### config.mk
export PLATFORM = sky130hd
export DESIGN_NAME = proc_param
export DESIGN_NICKNAME = d
export VERILOG_FILES = /design/src/rtl/proc_param_pkg.sv /design/src/rtl/proc_param_popcount.sv /design/src/rtl/proc_param_regn.sv /design/src/rtl/proc_param.sv
export SDC_FILE = /design/constraint.sdc
export NUM_CORES = 1
export LEC_CHECK = 0
export ABC_AREA = 1
export CAP_MARGIN = 15
export CORE_MARGIN = 5
export CORE_UTILIZATION = 55
export CTS_CLUSTER_DIAMETER = 200
export DETAILED_ROUTE_END_ITERATION = 10
export PLACE_DENSITY = 0.73
export SETUP_SLACK_MARGIN = 0.3
export SYNTH_ARGS = -nofsm -noshare
export SYNTH_HDL_FRONTEND = slang
export SYNTH_SLANG_ARGS = --single-unit
export TNS_END_PERCENT = 100
### constraint.sdc
create_clock -name Clock -period 12.2 [get_ports Clock]
set_clock_uncertainty 0.1 [all_clocks]
set_input_delay 2.44 -clock Clock [delete_from_list [all_inputs] [get_ports Clock]]
set_output_delay 2.44 -clock Clock [all_outputs]
set_load 0.02 [all_outputs]
### src/rtl/proc_param_pkg.sv
// Shared definitions for proc_param: opcodes, timesteps, bus sources and
// instruction field-position helpers.
package proc_pkg;

  localparam logic [2:0] OP_MV   = 3'b000;
  localparam logic [2:0] OP_MVI  = 3'b001;
  localparam logic [2:0] OP_ADD  = 3'b010;
  localparam logic [2:0] OP_SUB  = 3'b011;
  localparam logic [2:0] OP_CNT1 = 3'b100;
  localparam logic [2:0] OP_AND  = 3'b101;
  localparam logic [2:0] OP_MVNZ = 3'b110;
  localparam logic [2:0] OP_NOP  = 3'b111;

  typedef enum logic [1:0] {T0 = 2'd0, T1 = 2'd1, T2 = 2'd2, T3 = 2'd3} tstep_e;

  typedef enum logic [1:0] {
    SEL_NONE = 2'd0,
    SEL_REG  = 2'd1,
    SEL_DIN  = 2'd2,
    SEL_G    = 2'd3
  } bus_sel_e;

  function automatic int clog2(input int value);
    int result;
    result = 0;
    for (int i = 0; i < 31; i++) begin
      if ((32'sd1 <<< i) < value) result = i + 1;
    end
    return result;
  endfunction

  // Fields are right-aligned: {op, X, Y} with X and Y each rbits wide.
  function automatic int op_lsb(input int rbits);
    return 2 * rbits;
  endfunction

  function automatic int x_lsb(input int rbits);
    return rbits;
  endfunction

endpackage

### src/rtl/proc_param_popcount.sv
// Combinational count of ones across a DATA_W-wide word.
module popcount_n import proc_pkg::*; #(
  parameter int DATA_W = 9,
  parameter int CNT_W  = clog2(DATA_W + 1)
) (
  input  logic [DATA_W-1:0] i_data,
  output logic [CNT_W-1:0]  o_count
);

  // Ripple sum of the individual bits.
  always_comb begin
    o_count = '0;
    for (int i = 0; i < DATA_W; i++) begin
      o_count = o_count + CNT_W'(i_data[i]);
    end
  end

endmodule

### src/rtl/proc_param_regn.sv
// Load-enabled register with asynchronous active-low clear; used for the
// register file, A, G and IR.
module regn #(
  parameter int W = 9
) (
  input  logic         i_clk,
  input  logic         i_rst_n,
  input  logic         i_en,
  input  logic [W-1:0] i_d,
  output logic [W-1:0] o_q
);

  logic [W-1:0] r_q;

  // Holding register: clear on reset, load when enabled.
  always_ff @(posedge i_clk or negedge i_rst_n) begin
    if (!i_rst_n) begin
      r_q <= '0;
    end else if (i_en) begin
      r_q <= i_d;
    end else begin
      r_q <= r_q;
    end
  end

  assign o_q = r_q;

endmodule

### src/rtl/proc_param.sv
// proc_param: parametrised multicycle single-bus processor with NREGS general
// registers, accumulator A and result G. Macro PROC_MVNZ_EN enables op 110 (mvnz).
module proc_param import proc_pkg::*; #(
  parameter int DATA_W = 9,
  parameter int NREGS  = 8
) (
  input  logic              Clock,
  input  logic              Resetn,
  input  logic [DATA_W-1:0] DIN,
  input  logic              Run,
  output logic              Done,
  output logic [DATA_W-1:0] BusWires,
  output logic              Zero
);

  localparam int RBITS = clog2(NREGS);
  localparam int OP_L  = op_lsb(RBITS);
  localparam int X_L   = x_lsb(RBITS);
  localparam int CNT_W = clog2(DATA_W + 1);

  tstep_e            r_step;
  logic [DATA_W-1:0] r_ir;
  logic [DATA_W-1:0] r_a;
  logic [DATA_W-1:0] r_g;
  logic [DATA_W-1:0] r_regs [NREGS];
  logic              r_zero;

  logic [2:0]        w_op;
  logic [RBITS-1:0]  w_x;
  logic [RBITS-1:0]  w_y;
  logic [RBITS-1:0]  w_ridx;
  bus_sel_e          w_sel;
  logic [NREGS-1:0]  w_rin;
  logic              w_ain;
  logic              w_gin;
  logic              w_irin;
  logic              w_done;
  logic [DATA_W-1:0] w_gd;
  logic [CNT_W-1:0]  w_cnt;

  assign w_op   = r_ir[OP_L+2:OP_L];
  assign w_x    = r_ir[OP_L-1:X_L];
  assign w_y    = r_ir[RBITS-1:0];
  assign w_irin = (r_step == T0) && Run;

  regn #(.W(DATA_W)) u_ir (.i_clk(Clock), .i_rst_n(Resetn), .i_en(w_irin), .i_d(DIN),      .o_q(r_ir));
  regn #(.W(DATA_W)) u_a  (.i_clk(Clock), .i_rst_n(Resetn), .i_en(w_ain),  .i_d(BusWires), .o_q(r_a));
  regn #(.W(DATA_W)) u_g  (.i_clk(Clock), .i_rst_n(Resetn), .i_en(w_gin),  .i_d(w_gd),     .o_q(r_g));

  for (genvar i = 0; i < NREGS; i++) begin : g_rf
    regn #(.W(DATA_W)) u_r (
      .i_clk  (Clock),
      .i_rst_n(Resetn),
      .i_en   (w_rin[i]),
      .i_d    (BusWires),
      .o_q    (r_regs[i])
    );
  end

  popcount_n #(.DATA_W(DATA_W), .CNT_W(CNT_W)) u_pop (.i_data(BusWires), .o_count(w_cnt));

  // Per-timestep control decode; exactly one bus source at most.
  always_comb begin
    w_sel  = SEL_NONE;
    w_ridx = '0;
    w_rin  = '0;
    w_ain  = 1'b0;
    w_gin  = 1'b0;
    w_done = 1'b0;
    case (r_step)
      T1: begin
        case (w_op)
          OP_MV: begin
            w_sel      = SEL_REG;
            w_ridx     = w_y;
            w_rin[w_x] = 1'b1;
            w_done     = 1'b1;
          end
          OP_MVI: begin
            w_sel      = SEL_DIN;
            w_rin[w_x] = 1'b1;
            w_done     = 1'b1;
          end
          OP_ADD, OP_SUB, OP_AND: begin
            w_sel  = SEL_REG;
            w_ridx = w_x;
            w_ain  = 1'b1;
          end
          OP_CNT1: begin
            w_sel  = SEL_REG;
            w_ridx = w_x;
            w_gin  = 1'b1;
          end
`ifdef PROC_MVNZ_EN
          OP_MVNZ: begin
            w_sel      = SEL_REG;
            w_ridx     = w_y;
            w_rin[w_x] = ~r_zero;
            w_done     = 1'b1;
          end
`endif
          default: begin
            w_done = 1'b1;
          end
        endcase
      end
      T2: begin
        case (w_op)
          OP_ADD, OP_SUB, OP_AND: begin
            w_sel  = SEL_REG;
            w_ridx = w_y;
            w_gin  = 1'b1;
          end
          OP_CNT1: begin
            w_sel      = SEL_G;
            w_rin[w_y] = 1'b1;
            w_done     = 1'b1;
          end
          default: begin
            w_done = 1'b0;
          end
        endcase
      end
      T3: begin
        w_sel      = SEL_G;
        w_rin[w_x] = 1'b1;
        w_done     = 1'b1;
      end
      default: begin
        w_sel = SEL_NONE;
      end
    endcase
  end

  // Shared bus multiplexer.
  always_comb begin
    case (w_sel)
      SEL_REG: BusWires = r_regs[w_ridx];
      SEL_DIN: BusWires = DIN;
      SEL_G:   BusWires = r_g;
      default: BusWires = '0;
    endcase
  end

  // Value loaded into G for the current operation.
  always_comb begin
    case (w_op)
      OP_ADD:  w_gd = r_a + BusWires;
      OP_SUB:  w_gd = r_a - BusWires;
      OP_AND:  w_gd = r_a & BusWires;
      OP_CNT1: w_gd = DATA_W'(w_cnt);
      default: w_gd = '0;
    endcase
  end

  // Timestep sequencer.
  always_ff @(posedge Clock or negedge Resetn) begin
    if (!Resetn) begin
      r_step <= T0;
    end else begin
      case (r_step)
        T0:      r_step <= Run ? T1 : T0;
        T1:      r_step <= w_done ? T0 : T2;
        T2:      r_step <= w_done ? T0 : T3;
        default: r_step <= T0;
      endcase
    end
  end

  // Zero tracks G only on the edges that load it.
  always_ff @(posedge Clock or negedge Resetn) begin
    if (!Resetn) begin
      r_zero <= 1'b1;
    end else if (w_gin) begin
      r_zero <= (w_gd == '0);
    end else begin
      r_zero <= r_zero;
    end
  end

  assign Done = w_done;
  assign Zero = r_zero;

endmodule

# Yosys cells after proc, flatten, opt, wreduce, memory -nomap -nowiden
# Cells that the tools add are included.
# W data, S select, Z words.
# totals
regBits,102
in_bits,12
out_inout_bits,11
word_cells,79
# classes
add_sub_neg,10
n_lt_le_gt_ge,5
n_eq_ne,11
mux,28
n_bitwise,2
reduce_logical,10
# ops
cell,count
$pmux W9 S4,1
$add A4 B1 Y4,7
$bmux W9 S3,1
$pmux W9 S3,1
$pmux W8 S3,1
$mux W9,2
$mux W8,2
$pmux W2 S3,2
$pmux W3 S2,2
$add A9 B9 Y9,1
$and A9 B9 Y9,1
$logic_not A9 Y1,1
$sub A9 B9 Y9,1
$eq A2 B2 Y1 const B,4
$lt A3 B4 Y1 const B,2
$pmux W2 S2,2
$mux W1,7
$demux W1 S3,2
$eq A3 B2 Y1 const B,2
$eq A3 B3 Y1 const B,2
$ge A3 B1 Y1 const B,2
$reduce_or A5 Y1,1
$eq A2 B1 Y1 const B,2
$ge A4 B4 Y1 const B,1
other kinds (13),16

# Depth between registers and ports, before layout
# logic_depth
word_depth,19
depth_mapped,42
depth_no_buf,41

# Hierarchy
# Synthesis repeated with hierarchy kept, for this count alone.
# unflattened
hier_cells,900
hier_area_um2,6403.6
# by_module_without_submodules
mod,instances,cells_each,area_per_inst_um2,seq_area_each_um2
regn,11,38,341.6,225.2
proc_param,1,455,2403.6,76.3
popcount_n,1,27,242.7,0.0

# Worst setup path before layout
# No wires, ideal clock.
# synth_path
path_type,input port to flip-flop
startpoint,input port DIN[1]
endpoint,register r_zero (netlist: Zero)
setup_ns,0.060
t_arrival_ns,6.046
t_required_ns,12.040
setup_slack_ns,5.993
stages,21
path_cell_list,inv_1 o21ai_0 inv_1 nand2_4 clkinv_2 ha_1 inv_1 fa_1 fa_1 fa_1 inv_1 ha_1 fa_1 or2_2 nand3_1 nand3_1 nor2_1 nand2_1 nor2_1 nand3_1 nand2_1
# synth_via
elab_chain_len,11
word_cells_on_any_way,14
cone_classes,add/sub: 10; mux: 2; bitwise: 1; reduce/logical: 1
# synth_lines
item,line_no,text
start: declaration,proc_param.sv:9,"input logic [DATA_W-1:0] DIN,"
$pmux W9 S3 *,proc_param.sv:137,case (w_sel)
named net BusWires[1],proc_param.sv:12,"output logic [DATA_W-1:0] BusWires,"
$add A1 B1 Y2,proc_param_popcount.sv:14,o_count = o_count + CNT_W'(i_data[i]);
$add A4 B1 Y4 (7 in a row),proc_param_popcount.sv:14,
$pmux W9 S4 *,proc_param.sv:147,case (w_op)
$logic_not A9 Y1 *,proc_param.sv:175,r_zero <= (w_gd == '0);
end signal: assignment,proc_param.sv:175,
end signal: assignment,proc_param.sv:177,r_zero <= r_zero;
end: declaration,proc_param.sv:26,logic r_zero;
# The timed path passes the listed nets; every way through them passes the cells marked *.
# A chain may end at the register's enable or synchronous reset.

# Final worst setup path
# layout_path
startpoint,input port DIN[2]
endpoint,output port BusWires[2]
# layout_via
elab_chain_len,1
# layout_lines
item,line_no
$pmux W9 S3,proc_param.sv:137
end: declaration,proc_param.sv:12
# No other way between the ends.

==> key figures <==
CTS
  – CTS Hold Bufs: 0
  – CTS tree: done
  – CTS root buf: clkbuf_8
  – Cts bufs inserted: 9
  – CTS Sinks: between 100 and 150
  – Deepest clock path buffer count: 2
  – Total setup buffers inserted after CTS: 0
  – Cts repair resizes: 0
  – Worst-Skew Late Latency: 390 ps
  – Worst-path clk slew: 90 ps
  – H-tree levels: 3

Cells and area
  – Area growth from synthesis to layout: 8.092%
  – ANT cells: 0
  – FF/Latch Area: around 2600 sq um
  – Final net count: around 850
  – Layout cell share with drive strength beyond 1: 0.07380
  – FILL cells: 1036
  – Footprint of the multi-input gates: 2924 sq um

Timing
  – Final period util: 0.5444
  – Maximum operating frequency: 0.1506 GHz
  – Fin crit period: between 6000 and 7000 ps
  – Slew Limit Fails: 0
  – Final Hold Viols: 0
  – Worst-Margin Slew: 1028 ps
  – Unrepaired setup endpoints after global routing: false
  – Max_slew headroom: 0.3144
  – # setup viols final: 0
  – Setup TNS: 0 ps

Floorplanning
  – Row count: 38
  – IO Pins: 23
  – Die ar.: 13010 sq um
  – Die X: 114.0 um
  – Starting density of the core: 0.5540
  – Chip Height: 114.0 um
  – CORE AREA: 10750 sq um

Drt
  – DR WL/cell: about 17 um
  – ANT nets after route: 0
  – First drt pass iteration count: 5
  – Routed wire length: 16.23 mm
  – DR vias/cell: between 5 and 6
  – DRT iter0 DRCs: 611
  – Residual DRC: 0
  – Via Count: between 5000 and 6000

Synthesis
  – Synth Cell Area: 5953 sq um
  – Post-Synthesis Mean Instance Area: 7.460 sq um
  – Yosys top cell by area: dfrtp_1
  – Top-area cell type share of the netlist area: 0.4245
  – Synthesized flop and latch total: 102
  – Post-synthesis cell count: approximately 800
  – Most area-consuming cells after synthesis: dfrtp_1 (42%), nand2_1 (12%), a21oi_1 (6.5%)
  – Unique masters post-synth: 36
  – Yosys warning count: 0
  – Synth Net Count: 837
  – Post-synthesis sequential area ratio: 0.4290

Global routing
  – GR Overflow Total: 0
  – Total track usage: 0.2685
  – Initial antenna violation count: 0
  – Number of global-route vias before repair: a little over 5000
  – Largest net degree at the start of global routing: 69
  – First-pass GRT wire length: 27.05 mm

Critical path
  – Crit path largest cell delay: 660 ps
  – Crit path DAT: 4100 ps
  – CP bufs+invs: 4
  – Startpoint Class: input port
  – Critical path type: in2out
  – Crit. End Element: output port
  – Critical path required time: 9660 ps
  – Critical path cell sequence: clkdlybuf4s50_1 > inv_1 > o21ai_0 > inv_1 > nand2_1 > clkdlybuf4s50_1
  – Worst path top cell family by delay: buffers and inverters
  – Slowest CP cell: clkdlybuf4s50_1
  – Crit-path max FO: 4

Hold path
  – Worst Hold Class: reg2reg

Job
  – Total of max-cap violations: 0

Placed design
  – GP Congestion: roughly 0.94
  – Port Buf Inserts: 22
  – Final HPWL DP: 11.28 mm

Run status
  – Status: finished, final reports clean
cell families (layout without fill, tap and decap cells):
group / after synthesis / count (layout) / synth area share
flops: 102 / 102 / 0.4290
xor+xnor: 4 / 4 / 0.005886
buf+inv: 123 / 138 / 0.08365
fa+ha+maj: 27 / 27 / 0.06431
compound gates: 169 / 169 / 0.1484
simple gates: 373 / 373 / 0.2688
stage by stage:
step                cells  cell area, sq um  hold WS, ps    util  setup WS, ps
global placement      938              6262        368.7  0.5828          5360
floorplan             798              5953        349.2       -          5993
detailed placement    938              6262        369.3  0.5828          5297
CTS                   953              6435        393.7  0.5989          5567
finish                953              6435        391.1  0.5989          5559
global route          953              6435        406.5  0.5989          5269
routing by layer:
metal / up-vias / part of all wire / track usage
met5: - / 0 / 0
met4: 0 / 0.031 / 0.1037
met3: 34 / 0.079 / 0.05782
met2: 205 / 0.46 / 0.4075
met1: 2564 / 0.43 / 0.3780
li1: 2601 / - / -
cell usage in the layout (no fill, tap or decap), drive strengths merged:
master and instances:
clkdlybuf4s50 21, inv 94, o22ai 5, fa 6, o21ai 74, nand2 205
xor2 3, buf 4, clkbuf 11, or2 3, a211oi 1, nor3 1
and2 1, nand3 67, nand4 8, o31ai 1, a31oi 2, dfrtp 101
o211ai 8, a21oi 78, dfstp 1, clkinv 8, ha 21, nor2 88
xnor2 1
path summary, 6_finish.rpt:
check / start / to / slack (ps) / cells past startpoint
worst max-delay path: DIN[2] / BusWires[2] / 5560 / 6
min in group asynchronous: Resetn / r_step[1] / 1890 / 1
worst max register to register: u_ir.o_q[8] / Zero / 5860 / 31
max in group asynchronous: Resetn / u_a.o_q[6] / 8850 / 2
worst min register to register: u_g.o_q[2] / u_g.o_q[2] / 390 / 2
worst min-delay path: u_g.o_q[2] / u_g.o_q[2] / 390 / 2
area by class of cell:
| type | instances | share of cell area |
|---|---|---|
| timing repair buffer | 25 | 0.03733 |
| clock inverter | 4 | 0.004861 |
| sequential | 102 | 0.3969 |
| clock buffer | 11 | 0.02197 |
| inverter | 98 | 0.05736 |
| tap | 140 | 0.02722 |
| multi-input combinational | 573 | 0.4544 |
state kept, by name, summed over array words and instances, names as in the netlist:
register,count
g_rf.u_r.o_q,72
u_a.o_q,9
u_g.o_q,9
u_ir.o_q,9
r_step,2
Zero,1
worst min-delay path, stage by stage (launching register included):
cell	delay, ps
dfrtp_1	350
nand2_1	60
nand2_1	50
cell usage after synthesis:
cell type	instances
nand2_1	188
dfrtp_1	101
nor2_1	85
inv_1	84
a21oi_1	77
nand3_1	65
o21ai_0	65
ha_1	21
nand2_2	13
clkbuf_1	12
o21ai_1	9
inv_2	8
nand4_1	8
o211ai_1	8
buf_2	7
fa_1	6
clkinv_1	5
o22ai_1	5
nand2_4	4
buf_4	3
or2_2	3
xor2_1	3
a31oi_1	2
buf_6	2
nand3_2	2
nor2_2	2
a211oi_1	1
a21oi_2	1
and2_1	1
buf_1	1
clkinv_2	1
dfstp_2	1
nor2_4	1
nor3_1	1
o31ai_1	1
xnor2_1	1
Power is not shown: default switching activity piles up to over one toggle a cycle in this logic, so the estimate is an artifact.
